--- config.mk ---
export PLATFORM = sky130hd
export DESIGN_NAME = bridge_host_port_flat
export DESIGN_NICKNAME = d
export VERILOG_FILES = /design/src/rtl/bridge_host_port_pkg.sv /design/src/rtl/bridge_host_port_if.sv /design/src/rtl/bridge_rd_fifo.sv /design/src/rtl/bridge_host_port.sv /design/src/flat_wrapper.sv
export SDC_FILE = /design/constraint.sdc
export NUM_CORES = 1
export LEC_CHECK = 0
export CAP_MARGIN = 0
export CORE_AREA = 10 10 95 80
export CTS_BUF_LIST = sky130_fd_sc_hd__clkbuf_2
export DETAILED_ROUTE_END_ITERATION = 10
export DIE_AREA = 0 0 105 90
export PLACE_DENSITY = 0.95
export SETUP_SLACK_MARGIN = 0.02
export SKIP_LAST_GASP = 1
export SLEW_MARGIN = 20
export SYNTH_ARGS = -nofsm -noshare
export SYNTH_HDL_FRONTEND = slang
export SYNTH_SLANG_ARGS = --single-unit
--- constraint.sdc ---
create_clock -name clock_i -period 4.9 [get_ports clock_i]
set_input_delay 1.47 -clock clock_i [delete_from_list [all_inputs] [get_ports clock_i]]
set_output_delay 1.47 -clock clock_i [all_outputs]
set_load 0.01 [all_outputs]
--- src/rtl/bridge_host_port_pkg.sv ---
// Shared types and BRAM layout for the host-side bridge to MM_top.
// The layout functions take the operand section count s.
package bridge_host_port_pkg;

  localparam int unsigned WORD_W   = 17;
  localparam int unsigned PP0_ADDR = 0;
  localparam int unsigned P_BASE   = 1;

  typedef enum logic [2:0] {
    ST_IDLE,
    ST_LOAD,
    ST_START,
    ST_WAIT,
    ST_READ,
    ST_DRAIN
  } state_e;

  function automatic int unsigned a_base(input int unsigned s);
    return s + 1;
  endfunction

  function automatic int unsigned b_base(input int unsigned s);
    return 2 * s + 1;
  endfunction

  // Results overwrite the a operand in place.
  function automatic int unsigned res_base(input int unsigned s);
    return s + 1;
  endfunction

  function automatic int unsigned load_words(input int unsigned s);
    return 3 * s + 1;
  endfunction

endpackage

--- src/rtl/bridge_host_port_if.sv ---
// Host-side operand and result streams of the bridge.
// slave is the bridge side, master is the host side.
interface bridge_host_port_if;
  import bridge_host_port_pkg::*;

  logic              s_valid_i;
  logic [WORD_W-1:0] s_data_i;
  logic              s_ready_o;
  logic              m_valid_o;
  logic [WORD_W-1:0] m_data_o;
  logic              m_ready_i;

  modport slave (
    input  s_valid_i, s_data_i, m_ready_i,
    output s_ready_o, m_valid_o, m_data_o
  );

  modport master (
    output s_valid_i, s_data_i, m_ready_i,
    input  s_ready_o, m_valid_o, m_data_o
  );
endinterface

--- src/rtl/bridge_rd_fifo.sv ---
// Small circular readback buffer between BRAM port B and the result stream.
// A push into a full buffer is taken only when a pop frees a slot in the same cycle.
module bridge_rd_fifo
  import bridge_host_port_pkg::*;
#(
  parameter int unsigned DEPTH = 2,
  parameter int unsigned CW    = $clog2(DEPTH + 1)
) (
  input  logic              clock_i,
  input  logic              reset_n_i,
  input  logic              push,
  input  logic [WORD_W-1:0] wdata,
  input  logic              pop,
  output logic [WORD_W-1:0] rdata,
  output logic [CW-1:0]     count,
  output logic              empty
);

  localparam int unsigned PW = (DEPTH > 1) ? $clog2(DEPTH) : 1;

  logic [WORD_W-1:0] mem [DEPTH];
  logic [PW-1:0]     rd_ptr;
  logic [PW-1:0]     wr_ptr;
  logic              do_push;
  logic              do_pop;

  function automatic logic [PW-1:0] bump(input logic [PW-1:0] p);
    return (p == PW'(DEPTH - 1)) ? '0 : p + PW'(1);
  endfunction

  assign empty   = (count == '0);
  assign do_pop  = pop && !empty;
  assign do_push = push && ((count != CW'(DEPTH)) || do_pop);
  assign rdata   = mem[rd_ptr];

  always_ff @(posedge clock_i or negedge reset_n_i) begin
    if (!reset_n_i) begin
      rd_ptr <= '0;
      wr_ptr <= '0;
      count  <= '0;
    end else begin
      if (do_push) wr_ptr <= bump(wr_ptr);
      if (do_pop)  rd_ptr <= bump(rd_ptr);
      case ({do_push, do_pop})
        2'b10:   count <= count + CW'(1);
        2'b01:   count <= count - CW'(1);
        default: count <= count;
      endcase
    end
  end

  always_ff @(posedge clock_i) begin
    if (do_push) mem[wr_ptr] <= wdata;
  end

endmodule

--- src/rtl/bridge_host_port.sv ---
// Host port of the MM_top bridge: streams operands into BRAM, starts MM_top,
// then streams the result section back out through a small credit-limited buffer.
module bridge_host_port
  import bridge_host_port_pkg::*;
#(
  parameter int unsigned s           = 8,
  parameter int unsigned BRAM_RD_LAT = 1
) (
  input  logic              clock_i,
  input  logic              reset_n_i,
  bridge_host_port_if.slave host,
  output logic              mm_start_o,
  input  logic              mm_done_i,
  output logic [31:0]       BRAM_addr_o,
  output logic [WORD_W-1:0] BRAM_din_o,
  input  logic [WORD_W-1:0] BRAM_dout_i,
  output logic              BRAM_we_o,
  output logic              BRAM_en_o,
  output logic              busy_o
);

  localparam int unsigned AW         = $clog2(4 * s);
  localparam int unsigned DEPTH      = BRAM_RD_LAT + 1;
  localparam int unsigned CW         = $clog2(DEPTH + 1);
  localparam int unsigned RES_BASE   = res_base(s);
  localparam int unsigned LOAD_WORDS = load_words(s);

  state_e                 state;
  logic [AW-1:0]          word_cnt;
  logic [AW-1:0]          rd_cnt;
  logic [BRAM_RD_LAT-1:0] rd_vld;
  logic [CW-1:0]          inflight;
  logic [CW-1:0]          fifo_cnt;
  logic                   fifo_empty;
  logic [WORD_W-1:0]      fifo_rdata;
  logic                   load_hs;
  logic                   rd_issue;
  logic                   pop;
  logic [AW-1:0]          addr_int;

  always_comb begin
    inflight = '0;
    for (int unsigned i = 0; i < BRAM_RD_LAT; i++) inflight += CW'(rd_vld[i]);
  end

  // Reads are issued only against free buffer slots, so every returning word has room.
  assign load_hs  = (state == ST_LOAD) && host.s_valid_i;
  assign rd_issue = (state == ST_READ) &&
                    (({1'b0, fifo_cnt} + {1'b0, inflight}) < (CW + 1)'(DEPTH));
  assign pop      = !fifo_empty && host.m_ready_i;

  always_comb begin
    addr_int = '0;
    if (load_hs)       addr_int = word_cnt;
    else if (rd_issue) addr_int = AW'(RES_BASE) + rd_cnt;
  end

  assign host.s_ready_o = (state == ST_LOAD);
  assign host.m_valid_o = !fifo_empty;
  assign host.m_data_o  = fifo_empty ? '0 : fifo_rdata;
  assign BRAM_en_o      = load_hs || rd_issue;
  assign BRAM_we_o      = load_hs;
  assign BRAM_addr_o    = 32'(addr_int);
  assign BRAM_din_o     = load_hs ? host.s_data_i : '0;
  assign mm_start_o     = (state == ST_START);
  assign busy_o         = (state != ST_IDLE);

  always_ff @(posedge clock_i or negedge reset_n_i) begin
    if (!reset_n_i) begin
      state    <= ST_IDLE;
      word_cnt <= '0;
      rd_cnt   <= '0;
      rd_vld   <= '0;
    end else begin
      rd_vld <= (rd_vld << 1) | BRAM_RD_LAT'(rd_issue);
      case (state)
        ST_IDLE: if (host.s_valid_i) state <= ST_LOAD;
        ST_LOAD: begin
          if (load_hs) begin
            if (word_cnt == AW'(LOAD_WORDS - 1)) begin
              word_cnt <= '0;
              state    <= ST_START;
            end else begin
              word_cnt <= word_cnt + AW'(1);
            end
          end
        end
        ST_START: state <= ST_WAIT;
        ST_WAIT:  if (mm_done_i) state <= ST_READ;
        ST_READ: begin
          if (rd_issue) begin
            if (rd_cnt == AW'(s - 1)) begin
              rd_cnt <= '0;
              state  <= ST_DRAIN;
            end else begin
              rd_cnt <= rd_cnt + AW'(1);
            end
          end
        end
        ST_DRAIN: if (fifo_empty && (inflight == '0)) state <= ST_IDLE;
        default:  state <= ST_IDLE;
      endcase
    end
  end

  bridge_rd_fifo #(
    .DEPTH (DEPTH),
    .CW    (CW)
  ) u_rd_fifo (
    .clock_i   (clock_i),
    .reset_n_i (reset_n_i),
    .push      (rd_vld[BRAM_RD_LAT-1]),
    .wdata     (BRAM_dout_i),
    .pop       (pop),
    .rdata     (fifo_rdata),
    .count     (fifo_cnt),
    .empty     (fifo_empty)
  );

endmodule

--- src/flat_wrapper.sv ---
// flat-port wrapper written by rule: the top's interface ports become plain ports
module bridge_host_port_flat import bridge_host_port_pkg::*;
#(
  parameter int unsigned s           = 8,
  parameter int unsigned BRAM_RD_LAT = 1
)
  (clock_i, reset_n_i, mm_start_o, mm_done_i, BRAM_addr_o, BRAM_din_o, BRAM_dout_i, BRAM_we_o, BRAM_en_o, busy_o, host_s_valid_i, host_s_data_i, host_m_ready_i, host_s_ready_o, host_m_valid_o, host_m_data_o);
  bridge_host_port_if host_i ();
  input  logic clock_i;
  input  logic reset_n_i;
  output logic mm_start_o;
  input  logic mm_done_i;
  output logic [31:0] BRAM_addr_o;
  output logic [WORD_W-1:0] BRAM_din_o;
  input  logic [WORD_W-1:0] BRAM_dout_i;
  output logic BRAM_we_o;
  output logic BRAM_en_o;
  output logic busy_o;
  input wire logic [$bits(host_i.s_valid_i)-1:0] host_s_valid_i;
  input wire logic [$bits(host_i.s_data_i)-1:0] host_s_data_i;
  input wire logic [$bits(host_i.m_ready_i)-1:0] host_m_ready_i;
  output wire logic [$bits(host_i.s_ready_o)-1:0] host_s_ready_o;
  output wire logic [$bits(host_i.m_valid_o)-1:0] host_m_valid_o;
  output wire logic [$bits(host_i.m_data_o)-1:0] host_m_data_o;
  assign host_i.s_valid_i = host_s_valid_i;
  assign host_i.s_data_i = host_s_data_i;
  assign host_i.m_ready_i = host_m_ready_i;
  assign host_s_ready_o = host_i.s_ready_o;
  assign host_m_valid_o = host_i.m_valid_o;
  assign host_m_data_o = host_i.m_data_o;
  bridge_host_port #(.s(s), .BRAM_RD_LAT(BRAM_RD_LAT)) u_core (.clock_i(clock_i), .reset_n_i(reset_n_i), .host(host_i), .mm_start_o(mm_start_o), .mm_done_i(mm_done_i), .BRAM_addr_o(BRAM_addr_o), .BRAM_din_o(BRAM_din_o), .BRAM_dout_i(BRAM_dout_i), .BRAM_we_o(BRAM_we_o), .BRAM_en_o(BRAM_en_o), .busy_o(busy_o));
endmodule
# After elaboration in Yosys (flattened, before gate mapping)
# Memory sizes are Yosys's and may differ from the RTL's.
# Cells that the tools add are included.
dict set report op_classes {
  n_addsub 8
  mul 0
  div 0
  order_cmp 1
  n_eq_ne 17
  shifts 0
  muxes 19
  bitwise_logic 0
  reduce_logical 17
}
# cell count
set ops {}
lappend ops {{two-way mux 17 bit} 2}
lappend ops {{two-way mux 3 bit} 7}
lappend ops {{two-way mux 5 bit} 4}
lappend ops {{case mux 3 bit (6 select lines)} 1}
lappend ops {{adder 5 x 1 -> 5 bit, second input constant} 2}
lappend ops {{!= test 2 x 1 -> 1 bit, second input constant} 4}
lappend ops {{!= test 2 bit, second input constant} 4}
lappend ops {{AND reduction 7 bit} 1}
lappend ops {{== test 3 x 2 -> 1 bit, second input constant} 2}
lappend ops {{== test 3 bit, second input constant} 2}
lappend ops {{logical AND 1 bit} 6}
lappend ops {{adder 4 x 5 -> 5 bit, first input constant} 1}
lappend ops {{== test 5 x 3 -> 1 bit, second input constant} 1}
lappend ops {{== test 5 bit, second input constant} 1}
lappend ops {{logical NOT 2 bit} 2}
lappend ops {{two-way mux 1 bit} 4}
lappend ops {{case mux 2 bit (2 select lines)} 1}
lappend ops {{AND reduction 2 bit} 2}
lappend ops {{adder 2 x 1 -> 3 bit} 1}
lappend ops {{== test 3 x 1 -> 1 bit, second input constant} 1}
lappend ops {{logical NOT 3 bit} 1}
lappend ops {{less-than comparator 3 x 2 -> 1 bit, second input constant} 1}
lappend ops {{nonzero test 3 bit} 1}
lappend ops {{adder 1 bit, second input constant} 2}
lappend ops {{other kinds (7)} 8}
dict set report word_totals {
  reg_bits 18
  latch_bits 0
  mem_bits_rw 34
  romBits 0
  input_bits 39
  elab_cells 70
  mem_count 1
}
# name depth word_bits rd rd_clocked_by_memory_dff write_ports line_no
set mem_list {}
lappend mem_list {u_core.u_rd_fifo.mem 2 17 1 0 1 bridge_rd_fifo.sv:21} ;# logic [WORD_W-1:0] mem [DEPTH];

# Logic depth before layout (Yosys ltp)
dict set report logic_depth {
  word_depth 8
  mapped_depth 7
  ltp_nobuf 6
}

# Hierarchy
# A second synthesis with hierarchy kept.
dict set report hier_totals {
  cells_unflattened 240
  area_unflattened_um2 2815.2
}
# module n_inst cells_each area_each_um2 seq_area_each_um2
set by_module_without_submodules {}
lappend by_module_without_submodules {bridge_rd_fifo 1 76 1443.9 1121.1}
lappend by_module_without_submodules {bridge_host_port 1 164 1371.3 350.3}

# Least setup slack after synthesis
# Ideal clock, no wire load.
dict set report synth_path {
  path_kind {input-to-output}
  from {input host_s_valid_i}
  to {output BRAM_addr_o[2]}
  arrival_ps 2133
  setup_slack_ps 1297
  stages 6
  n_path_buf 2
  path_cell_list {nand4bb_1 > buf_6 > inv_2 > buf_4 > nand2_1 > o21ai_0}
}
dict set report synth_between {
  elab_chain_len 2
}
# item line_no
set synth_rtl {}
lappend synth_rtl {{start, declared} flat_wrapper.sv:19} ;# input wire logic [$bits(host_i.s_valid_i)-1:0] host_s_valid_i;
lappend synth_rtl {{logical AND 1 bit} bridge_host_port.sv:47} ;# assign load_hs = (state == ST_LOAD) && host.s_valid_i;
lappend synth_rtl {{net BRAM_we_o} flat_wrapper.sv:16} ;# output logic BRAM_we_o;
lappend synth_rtl {{two-way mux 5 bit} bridge_host_port.sv:54} ;# if (load_hs) addr_int = word_cnt;
lappend synth_rtl {{end, declared} flat_wrapper.sv:13} ;# output logic [31:0] BRAM_addr_o;
# The timed path passes the listed nets, and every way through them passes these cells.

# Final worst setup path
dict set report layout_path {
  from {input host_s_valid_i}
  to {output BRAM_din_o[16]}
}
dict set report layout_between {
  elab_chain_len 2
}
# item line_no
set layout_rtl {}
lappend layout_rtl {{logical AND 1 bit} bridge_host_port.sv:47}
lappend layout_rtl {{two-way mux 17 bit} bridge_host_port.sv:64} ;# assign BRAM_din_o = load_hs ? host.s_data_i : '0;
lappend layout_rtl {{end, declared} flat_wrapper.sv:14} ;# output logic [WORD_W-1:0] BRAM_din_o;
# Every way passes these cells.

==> results.cfg <==
[critical_path]
critical_path.slowest_cell = clkdlybuf4s50_1
cp_data_required_time_ps = 3430
cp_max_fo = 25
crit_arrival_ps = 3180
crit_family = buffers and inverters
startpoint_type = primary input
cp_cell_sequence = clkdlybuf4s50_1, nand4bb_1, inv_2, and2_1, clkdlybuf4s50_1
path_buf_inv = 3
critical_path.endpoint_type = primary output
critPathMaxStageDelay_ps = 580
critPathKind = in2out
cpMostUsedCell = clkdlybuf4s50_1

[clocking]
clk_latency_ps = 400
cts_setup_buffers = 0
cts_hold_buf = 0
path_clk_slew_ps = 240
cts_tree = built
htree_num_levels = 2
cts-buffers-inserted = 5
cts_resized = 0
cts_max_path_buffers = 2
cts_sinks = 52
root_buffer = clkbuf_2

[sta]
max_slew_margin_pct = 34.2
layout_min_cycle_time_ps = 4650
hold_viol_final = 0
final-setup-viol-count = 0
slew_violations = 0
timing.fmax_mhz = 215
skew_ps = 30.2
tns_ps = 0
tightestPinTransition_ps = 987
grt_setup_unrepaired = no
postLayoutSetupSlackWorst_ps = 252
finalCritPeriodShare_pct = 94.9

[final_layout]
antenna_cells = 0
layout-drive-gt1-share_pct = 6.45
instances_no_fill = 391
syn_to_final_growth_pct = 30.6
fin_area_mm2 = 0.00349
final_nets = 352

[floorplan]
initial_utilization_pct = 46.5
dieArea_mm2 = 0.00945
core_mm2 = 0.00576
die_w_um = 105
top_level_ports = 111
die_y_um = 90
core.rowCount = 25

[global_route]
grt_busiest_layer = met2
use_met2_pct = 23.8
grt_use_met1_pct = 14.0
grtUsageMet3_pct = 4.28
grtUsageTotal_pct = 13.3
grt_pass1_vias = 1957
overflow = 0
antenna_found_initial = 0
grt_pass1_wl_um = 10200
grt_max_degree = 26

[routing]
wirelength_um = 6320
drc = 0
viasPerCell = 4.70
wl_per_cell_um = 16.2
antenna_left = 0
drt_iter0_drc = 91
first_pass_iters = 4
dr_total_vias = 1838

[run_status]
status = completed

[placed_design]
post-dp-hpwl_um = 4940
dpl.cell_count = 383
port_buffers = 83
postPlaceCellArea_mm2 = 0.00345
gp_congestion = 0.795
place_ws_ps = 276

[logic_synthesis]
netlist_instances = 227
synth_edf_count = 34
ys_top_cells_by_area = edfxtp_1 (38%), dfrtp_1 (17%), buf_4 (8.1%)
synth-async-reset-ratio_pct = 34.6
seq_area_frac_synth_pct = 55.0
synth_top_cell_by_area = edfxtp_1
yosys_warnings = 0
ys_types = 46
synth_flop_cell = edfxtp_1
ys_ff_latch = 52
synthDominantCellAreaShare_pct = 38.2
syn_area_mm2 = 0.00268
syn_area_per_cell_um2 = 11.8

[power]
p_per_area_mw_per_mm2 = 464
p_leak_nw = 1.38
ir_drop_uv = 184

[flow_run]
cap_violations = 0

[worst_hold_path]
min_path_type = reg2reg
-- sequential cells by signal (all words and copies together) (netlist names) --
name                     cells
u_core.u_rd_fifo.wr_ptr      1
u_core.u_rd_fifo.rd_ptr      1
u_core.rd_cnt                5
u_core.u_rd_fifo.count       2
u_core.word_cnt              5
u_core.state                 3
u_core.rd_vld                1
u_core.u_rd_fifo.mem        34
-- layout by cell type (no fill, tap or decap), drive strengths merged, types with 7 or more instances in the layout --
cell type / n
clkdlybuf4s50: 83
nor2: 23
clkbuf: 7
edfxtp: 34
inv: 11
nand2: 10
and2: 17
o21ai: 9
xnor2: 7
dfrtp: 18
conb: 27
mux2i: 18
-- cell families after synthesis --
group | Yosys count | share of synthesized area, %
flops | 52 | 55.0
buf+inv | 48 | 11.9
xor+xnor | 10 | 3.27
mux | 18 | 6.74
other cells | 1 | 0.140
fa+ha+maj | 4 | 1.87
simple gates | 70 | 14.5
compound gates | 24 | 6.60
-- through the flow --
stage / total power [mW] / util, % / hold WS, ps
floorplan: 1.10 / - / 467
global placement: 1.44 / 60.0 / 481
detailed placement: 1.47 / 60.0 / 501
CTS: 1.64 / 60.7 / 527
global route: 1.74 / 60.7 / 572
finish: 1.62 / 60.7 / 533
-- synth_stat cells (all sizes together) (3+ instances only) --
library cell  number
dfrtp             18
nand3              4
buf               36
edfxtp            34
o21ai              9
nand4b             3
and2              17
mux2i             18
xnor2              7
a21oi              3
inv               11
nand2             10
xor2               3
nor2              23
ha                 4
-- per-layer routing --
| layer | part of all wire [%] | routed length [um] | vias to the layer above |
|---|---|---|---|
| met5 | 0 | 0 | - |
| met4 | 2.2 | 138 | 0 |
| met3 | 7.2 | 455 | 10 |
| met2 | 54 | 3400 | 70 |
| met1 | 37 | 2320 | 867 |
| li1 | - | - | 891 |
-- final timing paths --
check | from | to | slack [ps] | cells after the start
setup / recovery | host_s_valid_i | BRAM_din_o[16] | 250 | 5
hold / removal | u_core.u_rd_fifo.wr_ptr | u_core.u_rd_fifo.wr_ptr | 530 | 1
setup reg to reg | u_core.u_rd_fifo.count[0] | u_core.u_rd_fifo.count[1] | 2820 | 6
hold reg to reg | u_core.u_rd_fifo.wr_ptr | u_core.u_rd_fifo.wr_ptr | 530 | 1
max in group asynchronous | reset_n_i | u_core.rd_cnt[0] | 2870 | 1
min in group asynchronous | reset_n_i | u_core.word_cnt[1] | 1490 | 1
-- where the power goes --
part	internal, mW	switching [mW]
registers	0.527	0.131
logic	0.446	0.353
clock network	0.0408	0.124
-- cell type report --
type	count	area (um^2)
Fill cell	474	2260
Sequential cell	52	1470
Multi-Input combinational cell	153	983
Timing Repair Buffer	86	853
Tap cell	81	101
Inverter	11	41.3
Clock buffer	7	35.0
Clock inverter	1	8.76
No activity file was read; power rests on OpenSTA's default activity.
